## src/rtl/alu_pkg.sv

```systemverilog
// Shared definitions for blocks that drive the Hack 16-bit ALU.
// Latency: n/a (constants and types only).
// Backpressure: n/a.
package alu_pkg;

    // ALU control codes, packed as {zx, nx, zy, ny, f, no}
    localparam logic [5:0] ALU_ZERO   = 6'b101010;
    localparam logic [5:0] ALU_XPLUSY = 6'b000010;
    localparam logic [5:0] ALU_X      = 6'b001100;
    localparam logic [5:0] ALU_Y      = 6'b110000;

    typedef enum logic [1:0] {
        IDLE = 2'd0,
        ADD  = 2'd1,
        DBL  = 2'd2,
        DONE = 2'd3
    } mul_state_t;

endpackage

```

## src/rtl/alu_mul_seq.sv

```systemverilog
// Shift-and-add 16-bit multiplier that sequences an external Hack ALU one add/double per cycle.
// Latency: out_valid rises (#ADD + #DBL) + 1 cycles after the request is accepted.
// Backpressure: single request in flight; in_ready only in IDLE; product held until out_ready.
//
// Ports: clk/rst_n (async active-low); request in_valid/in_ready/in_a/in_b;
//        response out_valid/out_ready/out_p/out_zr/out_ng;
//        ALU drive alu_x/alu_y + six control bits, ALU result on alu_out.
// Optional: define ALU_MUL_SEQ_OVF_EN to add out_ovf (unsigned product >= 2^16).
module alu_mul_seq
    import alu_pkg::*;
#(
    parameter int N_BITS     = 16,
    parameter bit EARLY_EXIT = 1'b1
) (
    input  logic        clk,
    input  logic        rst_n,
    input  logic        in_valid,
    output logic        in_ready,
    input  logic [15:0] in_a,
    input  logic [15:0] in_b,
    output logic        out_valid,
    input  logic        out_ready,
    output logic [15:0] out_p,
    output logic        out_zr,
    output logic        out_ng,
`ifdef ALU_MUL_SEQ_OVF_EN
    output logic        out_ovf,
`endif
    output logic [15:0] alu_x,
    output logic [15:0] alu_y,
    output logic        alu_zx,
    output logic        alu_nx,
    output logic        alu_zy,
    output logic        alu_ny,
    output logic        alu_f,
    output logic        alu_no,
    input  logic [15:0] alu_out
);

    localparam logic [15:0] B_MASK   = 16'((32'd1 << N_BITS) - 32'd1);
    localparam logic [4:0]  CNT_LAST = 5'(N_BITS - 1);

    mul_state_t  state;
    logic [15:0] acc;
    logic [15:0] a_sh;
    logic [15:0] b_sh;
    logic [4:0]  cnt;

    logic [15:0] b_in_m;
    logic [15:0] b_rest;
    logic [5:0]  alu_ctl;

    assign b_in_m = in_b & B_MASK;
    // Multiplier bits still to be processed after the current doubling
    assign b_rest = {1'b0, b_sh[15:1]};

    assign in_ready = (state == IDLE);

    // ALU drive is a pure decode of the state register, so it never glitches
    // on input changes and alu_out has no path back to the request port.
    always_comb begin
        alu_ctl = ALU_ZERO;
        alu_x   = 16'h0000;
        alu_y   = 16'h0000;
        case (state)
            ADD: begin
                alu_ctl = ALU_XPLUSY;
                alu_x   = acc;
                alu_y   = a_sh;
            end
            DBL: begin
                alu_ctl = ALU_XPLUSY;
                alu_x   = a_sh;
                alu_y   = a_sh;
            end
            default: begin
                alu_ctl = ALU_ZERO;
            end
        endcase
    end

    assign {alu_zx, alu_nx, alu_zy, alu_ny, alu_f, alu_no} = alu_ctl;

    always_ff @(posedge clk or negedge rst_n) begin
        if (!rst_n) begin
            state     <= IDLE;
            acc       <= 16'h0000;
            a_sh      <= 16'h0000;
            b_sh      <= 16'h0000;
            cnt       <= 5'd0;
            out_valid <= 1'b0;
            out_p     <= 16'h0000;
            out_zr    <= 1'b1;
            out_ng    <= 1'b0;
`ifdef ALU_MUL_SEQ_OVF_EN
            out_ovf   <= 1'b0;
`endif
        end else begin
            case (state)
                IDLE: begin
                    if (in_valid) begin
                        acc  <= 16'h0000;
                        a_sh <= in_a;
                        b_sh <= b_in_m;
                        cnt  <= 5'd0;
`ifdef ALU_MUL_SEQ_OVF_EN
                        out_ovf <= 1'b0;
`endif
                        if (EARLY_EXIT && (b_in_m == 16'h0000)) begin
                            state <= DONE;
                        end else if (b_in_m[0]) begin
                            state <= ADD;
                        end else begin
                            state <= DBL;
                        end
                    end
                end
                ADD: begin
                    acc <= alu_out;
`ifdef ALU_MUL_SEQ_OVF_EN
                    // Carry out of bit 15, recovered from the operand and sum MSBs
                    if ((acc[15] & a_sh[15]) | ((acc[15] | a_sh[15]) & ~alu_out[15])) begin
                        out_ovf <= 1'b1;
                    end
`endif
                    state <= DBL;
                end
                DBL: begin
                    a_sh <= alu_out;
                    b_sh <= b_rest;
                    cnt  <= cnt + 5'd1;
`ifdef ALU_MUL_SEQ_OVF_EN
                    // A multiplicand bit shifted out still has multiplier bits to meet
                    if (a_sh[15] && (b_rest != 16'h0000)) begin
                        out_ovf <= 1'b1;
                    end
`endif
                    if ((cnt == CNT_LAST) || (EARLY_EXIT && (b_rest == 16'h0000))) begin
                        state <= DONE;
                    end else if (b_sh[1]) begin
                        state <= ADD;
                    end else begin
                        state <= DBL;
                    end
                end
                DONE: begin
                    // First DONE cycle captures the result; afterwards it is held
                    // until the consumer takes it.
                    if (!out_valid) begin
                        out_valid <= 1'b1;
                        out_p     <= acc;
                        out_zr    <= (acc == 16'h0000);
                        out_ng    <= acc[15];
                    end else if (out_ready) begin
                        out_valid <= 1'b0;
                        state     <= IDLE;
                    end
                end
                default: begin
                    state <= IDLE;
                end
            endcase
        end
    end

endmodule

```

## config.mk

```make
export PLATFORM = sky130hd
export DESIGN_NAME = alu_mul_seq
export DESIGN_NICKNAME = d
export VERILOG_FILES = /design/src/rtl/alu_pkg.sv /design/src/rtl/alu_mul_seq.sv
export SDC_FILE = /design/constraint.sdc
export NUM_CORES = 1
export LEC_CHECK = 0
export CAP_MARGIN = 20
export CORE_MARGIN = 2
export CORE_UTILIZATION = 51
export DETAILED_ROUTE_END_ITERATION = 16
export GPL_TIMING_DRIVEN = 1
export PLACE_DENSITY_LB_ADDON = 0.25
export SYNTH_ARGS = -nofsm -noshare
export SYNTH_HDL_FRONTEND = slang
export SYNTH_SLANG_ARGS = --single-unit
```

## constraint.sdc

```tcl
create_clock -name clk -period 4.05 [get_ports clk]
set_clock_uncertainty 0.15 [all_clocks]
set_input_delay 0.81 -clock clk [delete_from_list [all_inputs] [get_ports clk]]
set_output_delay 0.81 -clock clk [all_outputs]
set_load 0.01 [all_outputs]
```

==> results.toml <==
[sta]
rsz0062_at_grt = "no"
timing.fmax_mhz = 275.2
timing.setup.tns_ns = 0
maxSlewViolCount = 0
final-setup-viol-count = 0
post-route-period-util_pct = 89.72
max_transition_margin_pct = 37.60
timing.final.crit_period_ns = 3.634
post-route-worst-setup-slack_ns = 0.4165
worst-slew-pin-transition_ns = 0.9359
final-hold-violation-count = 0

[synthesis]
yosys.area.top_type_share_pct = 49.37
synth_compound_gate_area_share_pct = 15.65
synth_mux_area_share_pct = 14.33
synth-edff-count = 0
synthesis.area_per_instance_um2 = 10.97
library_cell_occupying_the_most_area_in_the_post_synthesis_netlist = "sky130_fd_sc_hd__dfrtp_1"
synthArstFlopShare_pct = 100.0
netlist-cell-type-count = 32
post_synth_instance_area_mm2 = 0.003598
synthXorXnorAreaFrac_pct = 0
netlist_instances = 328
part_of_the_yosys_area_used_for_sequential_elements_pct = 50.10
synthAdderAreaFrac_pct = 2.086
ys_seq_elements = 72
synthSimpleGateAreaFrac_pct = 11.58
synth-main-ff-cell = "sky130_fd_sc_hd__dfrtp_1"
main_combinational_cell_family_by_area_after_synthesis = "compound AO/OA/AOI/OAI gates"
synth.area.top_cells = "sky130_fd_sc_hd__dfrtp_1 49%, sky130_fd_sc_hd__mux2i_1 8.6%, sky130_fd_sc_hd__a22o_1 8.3%"
ys.warnings.count = 0

[power_and_ir_drop]
powerDensity_mw_per_mm2 = 804.8
power_leakage_nw = 2.127
ir_drop_mv = 0.3778

[worst_setup_path]
launching_element_type_of_the_critical_path = "flip-flop"
critPathRequiredTime_ns = 3.09
criticalPathCategory = "flip-flop to output pin"
crit_fanout = 19
worst_setup_path_end_kind = "output pin"
worst_ep_arrival_time_ns = 2.67

[clock_tree]
clk_pin_slew_worst_paths_ns = 0.08
clock-root-buffer = "sky130_fd_sc_hd__clkbuf_8"
cts.path.max_buffers = 2
ctsHtreeMaxLevel = 3
worst_skew_pair.late_latency_ns = 0.35
cts_hold_buffers = 0
cts.repair.resized = 0
cts-buffers-inserted = 9
cts_setup_buffers = 0
cts_sinks = 72
cts_tree = "done"

[cells_and_area]
layout_commonest_cell = "sky130_fd_sc_hd__clkdlybuf4s50_1"
most-common-layout-cells = "104 x sky130_fd_sc_hd__clkdlybuf4s50_1, 71 x sky130_fd_sc_hd__dfrtp_1, 38 x sky130_fd_sc_hd__nand2_1, 35 x sky130_fd_sc_hd__o21ai_0, 34 x sky130_fd_sc_hd__a22o_1"
nNetsFinal = 480
num_antenna_cells = 0
area_growth_pct = 34.35
fillers = 517
post_route_cells_drive_above_1_share_pct = 10.30

[routing]
dr.first_iter.drc_count = 91
dr.pass1.iters = 4
post-route-drc-count = 0
num_vias = 2858
route.final.wire_length_um = 8891
wl_per_cell_um = 17.00
drtAntennaViolNets = 0
route.detailed.vias_per_inst = 5.465

[global_route]
via_count_of_the_first_global_routing_pass = 2796
maximum_number_of_pins_on_one_net_before_global_route_repair = 44
global_route.usage.total_pct = 23.47
antenna_found_initial = 0
grt-ovfl-total = 0
grt_first_pass_wirelength_um = 13830

[place]
numPortBuffers = 105
detailed_place_hpwl_um = 6233
routabilityCongestion = 0.7861
pre_cts_ws_ns = 0.7863

[floorplanning]
count_of_standard_cell_rows = 30
top_level_ports = 110
starting_utilization_of_the_core_area_pct = 52.97
die_area_mm2 = 0.007744
die_height_um = 88
core_mm2 = 0.006794
chipWidth_um = 88

[worst_hold_path]
hold_path.class = "flip-flop to flip-flop"

[outcome]
status = "finished, final reports clean"

[run]
max_cap_violations = 0
==> routing by layer <==
layer | share of wire [%] | track usage, % | wire (um)
met1 | 43 | 30.02 | 3862
met2 | 50 | 40.15 | 4433
met3 | 5.2 | 3.676 | 460
met4 | 1.5 | 9.091 | 135
met5 | 0 | 0 | 0
==> metrics by stage <==
step / power [mW] / area, um2 / hold slack (ns) / utilization [%] / cells
floorplan: 2.526 / 3606 / 0.2997 / - / 330
global placement: 3.264 / 4638 / 0.3119 / 68.27 / 507
detailed placement: 3.335 / 4638 / 0.3297 / 68.27 / 507
CTS: 3.905 / 4835 / 0.3447 / 71.16 / 523
global route: 4.150 / 4835 / 0.3761 / 71.16 / 523
finish: 3.891 / 4835 / 0.3386 / 71.16 / 523
==> registers in the layout, summed over array words and instances (netlist names) <==
name	flops
acc	16
state	2
b_sh	15
out_p	16
a_sh	16
out_zr	1
cnt	5
out_valid	1
==> cells in the mapped netlist, types with 2 or more instances <==
cell,instances
sky130_fd_sc_hd__clkbuf_1,5
sky130_fd_sc_hd__o21ai_0,35
sky130_fd_sc_hd__nand2_1,38
sky130_fd_sc_hd__clkbuf_4,2
sky130_fd_sc_hd__and3_1,3
sky130_fd_sc_hd__nand4_1,2
sky130_fd_sc_hd__nand2b_1,2
sky130_fd_sc_hd__buf_4,12
sky130_fd_sc_hd__dfrtp_1,71
sky130_fd_sc_hd__mux2_2,17
sky130_fd_sc_hd__inv_1,8
sky130_fd_sc_hd__o22ai_1,2
sky130_fd_sc_hd__nor3_1,2
sky130_fd_sc_hd__buf_6,3
sky130_fd_sc_hd__buf_2,6
sky130_fd_sc_hd__mux2i_1,31
sky130_fd_sc_hd__nor4_1,11
sky130_fd_sc_hd__and2_1,19
sky130_fd_sc_hd__a21oi_1,4
sky130_fd_sc_hd__nand3_1,3
sky130_fd_sc_hd__conb_1,2
sky130_fd_sc_hd__a22o_1,34
sky130_fd_sc_hd__a32o_1,2
sky130_fd_sc_hd__ha_1,6
==> path summary, 6_finish.rpt <==
| kind | from | to | slack [ns] | depth (start not counted) |
|---|---|---|---|---|
| min | out_zr | out_zr | 0.34 | 2 |
| min reg2reg | out_zr | out_zr | 0.34 | 2 |
| max reg2reg | state[0] | b_sh[1] | 1.61 | 6 |
| max | state[0] | alu_x[0] | 0.42 | 6 |
| max in group asynchronous | rst_n | out_p[12] | 2.41 | 2 |
| min in group asynchronous | rst_n | out_p[3] | 0.35 | 1 |
==> worst max-delay path: stages, from the launching register on <==
cell and delay (ns):
sky130_fd_sc_hd__dfrtp_1 0.38, sky130_fd_sc_hd__inv_1 0.10, sky130_fd_sc_hd__ha_1 0.29, sky130_fd_sc_hd__buf_4 0.20, sky130_fd_sc_hd__and2_1 0.56, sky130_fd_sc_hd__a22o_1 0.27, sky130_fd_sc_hd__clkdlybuf4s50_1 0.54
==> cell type report <==
type,instances,area (um2),area share [%]
Multi-Input combinational cell,222,1597,33.02
Clock buffer,9,123.9,2.562
Sequential cell,72,1803,37.29
Inverter,8,30.03,0.6211
Timing Repair Buffer,109,1089,22.52
Tap cell,96,120.1,2.484
Clock inverter,7,72.57,1.501
==> cells by family (layout without fill, tap and decap cells) <==
family,after synthesis,after routing
AOI/OAI and AO/OA,81,81
adders and majority gates,6,6
buffers and inverters,36,133
DFF,72,72
other,2,4
muxes,49,49
and+or+nand+nor,82,82
==> report_power, final <==
group | switching [mW] | internal, mW | total, mW
Combinational | 0.958 | 1.02 | 1.98
Clock | 0.281 | 0.284 | 0.565
Sequential | 0.291 | 1.06 | 1.35
Note: power is estimated with default switching activity, not from simulation.
